`src/rtl/led_pattern_ctrl.sv`:
```
// rtl/led_pattern_ctrl.sv - clk_100Hz tick generator, button debouncers and LED pattern engine

// Turns the asynchronous clk_100Hz level into a one-clk pulse per rising edge.
// rise is the combinational edge strobe that qualifies all state updates;
// tick is its registered copy, so outputs and tick change on the same edge.
module lpc_tick_gen (
  input  logic clk,
  input  logic rst_n,
  input  logic din,
  output logic rise,
  output logic tick
);

  logic s1;
  logic s2;
  logic prev;

  assign rise = s2 & ~prev;

  // two-flop synchronizer, previous-value flop and registered tick pulse
  always_ff @(posedge clk) begin
    if (!rst_n) begin
      s1   <= 1'b0;
      s2   <= 1'b0;
      prev <= 1'b0;
      tick <= 1'b0;
    end else begin
      s1   <= din;
      s2   <= s1;
      prev <= s2;
      tick <= s2 & ~prev;
    end
  end

endmodule

// Debounces one active-high push-button, sampling only when sample_en is high.
// press is combinational and asserts on the sampling cycle that accepts a
// 0->1 level change, so the consumer acts on the same edge that flips stable.
module lpc_debounce #(
  parameter int DEB_TICKS = 3,
  parameter int CNT_W     = 8
) (
  input  logic clk,
  input  logic rst_n,
  input  logic btn,
  input  logic sample_en,
  output logic press
);

  logic             b1;
  logic             b2;
  logic             stable;
  logic [CNT_W-1:0] cnt;
  logic             differs;
  logic             at_limit;

  assign differs  = (b2 != stable);
  assign at_limit = (cnt == CNT_W'(DEB_TICKS - 1));
  assign press    = sample_en & differs & at_limit & b2;

  // synchronize the raw button and count consecutive differing samples
  always_ff @(posedge clk) begin
    if (!rst_n) begin
      b1     <= 1'b0;
      b2     <= 1'b0;
      stable <= 1'b0;
      cnt    <= '0;
    end else begin
      b1 <= btn;
      b2 <= b1;
      if (sample_en) begin
        if (differs) begin
          if (at_limit) begin
            stable <= b2;
            cnt    <= '0;
          end else begin
            cnt <= cnt + CNT_W'(1);
          end
        end else begin
          cnt <= '0;
        end
      end
    end
  end

endmodule

// LED pattern engine: four modes, pause toggle and four step speeds.
module led_pattern_ctrl #(
  parameter int STEP_TICKS = 25,
  parameter int DEB_TICKS  = 3,
  parameter int CNT_W      = 8
) (
  input  logic       clk,
  input  logic       rst_n,
  input  logic       clk_100Hz,
  input  logic       btn_mode,
  input  logic       btn_pause,
  input  logic [1:0] sw_speed,
  output logic [7:0] led,
  output logic [1:0] mode,
  output logic       paused,
  output logic       tick
);

  typedef enum logic {
    RUN   = 1'b0,
    PAUSE = 1'b1
  } state_t;

  localparam logic [1:0] MODE_ROT_L = 2'd0;
  localparam logic [1:0] MODE_ROT_R = 2'd1;
  localparam logic [1:0] MODE_BLINK = 2'd2;
  localparam logic [1:0] MODE_FILL  = 2'd3;

  state_t           state;
  logic [CNT_W-1:0] step_cnt;
  logic [CNT_W-1:0] step_limit;
  logic             step_due;
  logic             rise;
  logic             mode_press;
  logic             pause_press;
  logic [1:0]       next_mode;

  function automatic logic [7:0] init_led(input logic [1:0] m);
    case (m)
      MODE_ROT_L: init_led = 8'h01;
      MODE_ROT_R: init_led = 8'h80;
      default:    init_led = 8'h00;
    endcase
  endfunction

  function automatic logic [7:0] advance_led(input logic [1:0] m, input logic [7:0] cur);
    case (m)
      MODE_ROT_L: advance_led = {cur[6:0], cur[7]};
      MODE_ROT_R: advance_led = {cur[0], cur[7:1]};
      MODE_BLINK: advance_led = ~cur;
      MODE_FILL:  advance_led = (cur == 8'hFF) ? 8'h00 : {cur[6:0], 1'b1};
      default:    advance_led = cur;
    endcase
  endfunction

  lpc_tick_gen u_tick (
    .clk   (clk),
    .rst_n (rst_n),
    .din   (clk_100Hz),
    .rise  (rise),
    .tick  (tick)
  );

  lpc_debounce #(.DEB_TICKS(DEB_TICKS), .CNT_W(CNT_W)) u_deb_mode (
    .clk       (clk),
    .rst_n     (rst_n),
    .btn       (btn_mode),
    .sample_en (rise),
    .press     (mode_press)
  );

  lpc_debounce #(.DEB_TICKS(DEB_TICKS), .CNT_W(CNT_W)) u_deb_pause (
    .clk       (clk),
    .rst_n     (rst_n),
    .btn       (btn_pause),
    .sample_en (rise),
    .press     (pause_press)
  );

  // step period follows sw_speed live; '>=' lets a slower-to-faster change step at once
  always_comb begin
    step_limit = CNT_W'(STEP_TICKS * (int'(sw_speed) + 1) - 1);
    step_due   = (step_cnt >= step_limit);
    next_mode  = mode + 2'd1;
  end

  // RUN/PAUSE state, mode, step counter and LED pattern, all updated on tick only
  always_ff @(posedge clk) begin
    if (!rst_n) begin
      state    <= RUN;
      paused   <= 1'b0;
      mode     <= MODE_ROT_L;
      led      <= 8'h01;
      step_cnt <= '0;
    end else if (rise) begin
      if (pause_press) begin
        case (state)
          RUN: begin
            state  <= PAUSE;
            paused <= 1'b1;
          end
          default: begin
            state  <= RUN;
            paused <= 1'b0;
          end
        endcase
      end
      // a mode press wins over a due step; a pause press in either direction skips counting
      if (mode_press) begin
        mode     <= next_mode;
        led      <= init_led(next_mode);
        step_cnt <= '0;
      end else if (state == RUN && !pause_press) begin
        if (step_due) begin
          step_cnt <= '0;
          led      <= advance_led(mode, led);
        end else begin
          step_cnt <= step_cnt + CNT_W'(1);
        end
      end
    end
  end

endmodule

```
`config.mk`:
```
export PLATFORM = sky130hd
export DESIGN_NAME = led_pattern_ctrl
export DESIGN_NICKNAME = d
export VERILOG_FILES = /design/src/rtl/led_pattern_ctrl.sv
export SDC_FILE = /design/constraint.sdc
export NUM_CORES = 1
export LEC_CHECK = 0
export CAP_MARGIN = 20
export CORE_ASPECT_RATIO = 0.7
export CORE_MARGIN = 1.5
export CORE_UTILIZATION = 33
export CTS_BUF_LIST = sky130_fd_sc_hd__clkbuf_8
export CTS_CLUSTER_DIAMETER = 40
export CTS_CLUSTER_SIZE = 20
export DETAILED_ROUTE_END_ITERATION = 8
export PLACE_DENSITY = 0.59
export SLEW_MARGIN = 5
export SYNTH_ARGS = -nofsm -noshare
export SYNTH_HDL_FRONTEND = slang
export SYNTH_SLANG_ARGS = --single-unit
```
`constraint.sdc`:
```
create_clock -name clk -period 2.7 [get_ports clk]
set_input_delay 0.81 -clock clk [delete_from_list [all_inputs] [get_ports clk]]
set_output_delay 0.81 -clock clk [all_outputs]
set_load 0.005 [all_outputs]
```
==> results.json <==
{
  "clk_pin_slew_ns": 0.09,
  "ys_types": 52,
  "rsz0062_at_grt": "false",
  "maxCapViolations": 0,
  "synthToLayoutAreaGrowth_pct": 16.83,
  "initial_core_util_pct": 34.48,
  "pre_cts_ws_ns": -0.5011,
  "synth-edff-count": 0,
  "drive_gt1_share_pct": 14.47,
  "finalHoldViolations": 0,
  "first_pass_iters": 4,
  "cp.arrival_ns": 2.80,
  "ys_warn_count": 0,
  "synth_flop_cell": "dfxtp_1",
  "cts_made_buffers": 5,
  "r2r_cells": 7,
  "track_usage_pct": 13.12,
  "syn_area_um2": 2557,
  "cts.sinks": 45,
  "slowest_delay_ns": 0.25,
  "min_from": "u_tick.s1$_SDFF_PN0_",
  "peakVddDrop_mv": 0.2154,
  "post-route-util_pct": 40.28,
  "core_area_um2": 7417,
  "wire_per_inst_um": 12.21,
  "die_x_um": 108.2,
  "finalNonFillerCells": 402,
  "leakage_nw": 1.089,
  "ioPinCount": 19,
  "place_hpwl_um": 3684,
  "setup-violations-final": 0,
  "avgSynthCellArea_um2": 9.199,
  "cp-start-kind": "primary input",
  "hold_class": "reg -> reg",
  "finalMaxSlewViolations": 0,
  "slowest_stage": "a21oi_1",
  "diodes": 0,
  "die-area_um2": 8296,
  "worst-setup-path-type": "in -> reg",
  "syn_inst": 278,
  "crit_required_ns": 2.94,
  "netlist.area_leader.share_pct": 35.23,
  "synth-seq-cells": 45,
  "htree_levels": 2,
  "critPathMaxFanout": 7,
  "antenna_found_initial": 0,
  "rr_startpoint": "u_deb_pause.cnt[0]$_SDFFE_PN0P_",
  "clk_latency_ns": 0.30,
  "vias": 1933,
  "reg2reg_to": "led[7]$_SDFFE_PN0P_",
  "drtIter0Drc": 89,
  "gp_congestion": 0.7580,
  "grt_max_degree": 17,
  "worstMarginPinSlew_ns": 0.5120,
  "syn_nets": 307,
  "synth.most_common_cell": "dfxtp_1",
  "synthArstFlopShare_pct": 0,
  "post-route-min-period_ns": 2.561,
  "worstSetupStartpoint": "sw_speed[0]",
  "nFillCells": 743,
  "dp.cells": 392,
  "numPortBuffers": 18,
  "fin_nets": 332,
  "root_buffer": "clkbuf_8",
  "synth.largest_area_cell": "dfxtp_1",
  "fin_crit_sh_pct": 94.84,
  "yosysSeqAreaShare_pct": 35.23,
  "fmax_ghz": 0.3905,
  "ff2ff_setup_slack_ns": 0.70,
  "avgViaCountPerCell": 4.808,
  "routed_wl_um": 4907,
  "rows": 26,
  "end_kind": "flip-flop",
  "netlist_top_cells_area": "dfxtp_1, ha_1, xnor2_1",
  "synthTopCellsByCount": "dfxtp_1, nor2_1, ha_1",
  "ctsHoldBuffers": 0,
  "max_slew_margin_pct": 65.64,
  "status": "finished, final reports clean",
  "skew_ns": 0.01094,
  "crit_path_end": "led[3]$_SDFFE_PN0P_",
  "grt_pass1_wl_um": 8776,
  "pwr_density_cell_nw_per_um2": 407.0,
  "route.detailed.drc": 0,
  "ant_nets": 0,
  "grt-ovfl-total": 0,
  "crit_chain": "dlygate4sd2_1 > inv_2 > buf_4 > buf_4 > ha_1 > nor2_1 > ha_1 > a21o_1 > a21oi_1 > o31a_4 > o21ai_4 > o22ai_1",
  "cts_tree": "built",
  "first_global_vias": 1871,
  "layout_setup_ws_ns": 0.1393,
  "dieHeight_um": 76.66,
  "cts_max_path_buffers": 2
}
-- per-stage QoR --
stage               cell area, um2  total power, mW  hold WS (ns)  setup TNS [ns]
finish                        2988            1.216        0.4361               0
global route                  2988            1.283        0.4619               0
CTS                           2975            1.234        0.4412               0
detailed placement            2855           0.7917        0.4184          -7.575
global placement              2855           0.7907        0.4185          -7.192
floorplan                     2557           0.7625        0.4119               0
-- logic make-up (layout without fill, tap and decap cells) --
logic type	Yosys count	count (layout)	share of synthesized area, %
XOR/XNOR	28	28	9.589
AND/OR/NAND/NOR	103	103	22.16
flip-flops	45	45	35.22
multiplexers	3	3	1.174
adder cells (fa/ha/maj)	22	22	10.76
AO/OA/AOI/OAI	52	53	16.49
buffers and inverters	25	50	4.599
-- routing by layer --
metal  GRT usage (%)  share of wire (%)  vias up
li1                -                  -     1016
met2           18.80                 40       22
met1           19.40                 55      890
met3           3.146                3.6        5
met4           3.553                1.0        0
met5               0                  0        -
-- critical path, delay by kind of cell --
kind / cells / cell delay (ns)
buffers and inverters: 4 / 0.52
adders and majority gates: 2 / 0.42
and+or+nand+nor: 1 / 0.09
AOI/OAI and AO/OA: 5 / 0.94
-- cell type report --
cell class	count	area (um2)	share of cell area, %
clock buffer	5	68.82	2.303
clock inverter	3	25.02	0.8375
sequential	45	900.9	30.15
timing repair buffer	26	237.7	7.956
tap	98	122.6	4.104
inverter	16	60.06	2.010
multi-input combinational	209	1573	52.64
-- placed cells by master (no fill, tap or decap), types with 3 or more instances in the layout --
master,Yosys,layout
ha_1,22,20
o22ai_1,4,4
clkbuf_8,0,5
and2_1,11,11
and3_1,4,4
a22oi_1,7,7
clkdlybuf4s50_1,0,16
buf_4,0,8
a21oi_1,11,11
nor2_1,36,36
xor2_1,8,8
inv_1,16,14
mux2i_1,3,3
xnor2_1,20,20
dfxtp_1,45,45
nand2_1,14,14
a21oi_2,7,7
nor2b_1,7,7
nand3_1,7,7
nand4_1,8,8
-- repair_timing --
item | 4_1_cts | 5_1_grt
setup endpoints to repair | 16 | 5
gates cloned | 1 | 0
pin swaps | 6 | 4
buffers inserted | 0 | 1
resized for setup | 9 | 1
-- how the worst min path moves through the flow --
stage / slack [ns] / to / cells after the start
floorplan: 0.41 / u_deb_mode.b2$_SDFF_PN0_ / 1
global placement: 0.42 / u_deb_mode.b2$_SDFF_PN0_ / 1
detailed placement: 0.42 / u_deb_mode.b2$_SDFF_PN0_ / 1
CTS: 0.44 / u_tick.s2$_SDFF_PN0_ / 1
global route: 0.46 / u_tick.s2$_SDFF_PN0_ / 1
finish: 0.44 / u_tick.s2$_SDFF_PN0_ / 1
-- power by group --
part | leakage (nW) | internal (mW) | switching [mW]
clock network | 0.0447 | 0.187 | 0.248
registers | 0.364 | 0.672 | 0.00785
logic | 0.680 | 0.0483 | 0.0530
-- registers in the layout, summed over array words and instances (netlist names), 2 cells and up --
signal / count
u_deb_pause.cnt: 8
u_deb_mode.cnt: 8
led: 8
step_cnt: 8
mode: 2
(Power assumes the default switching activity.)
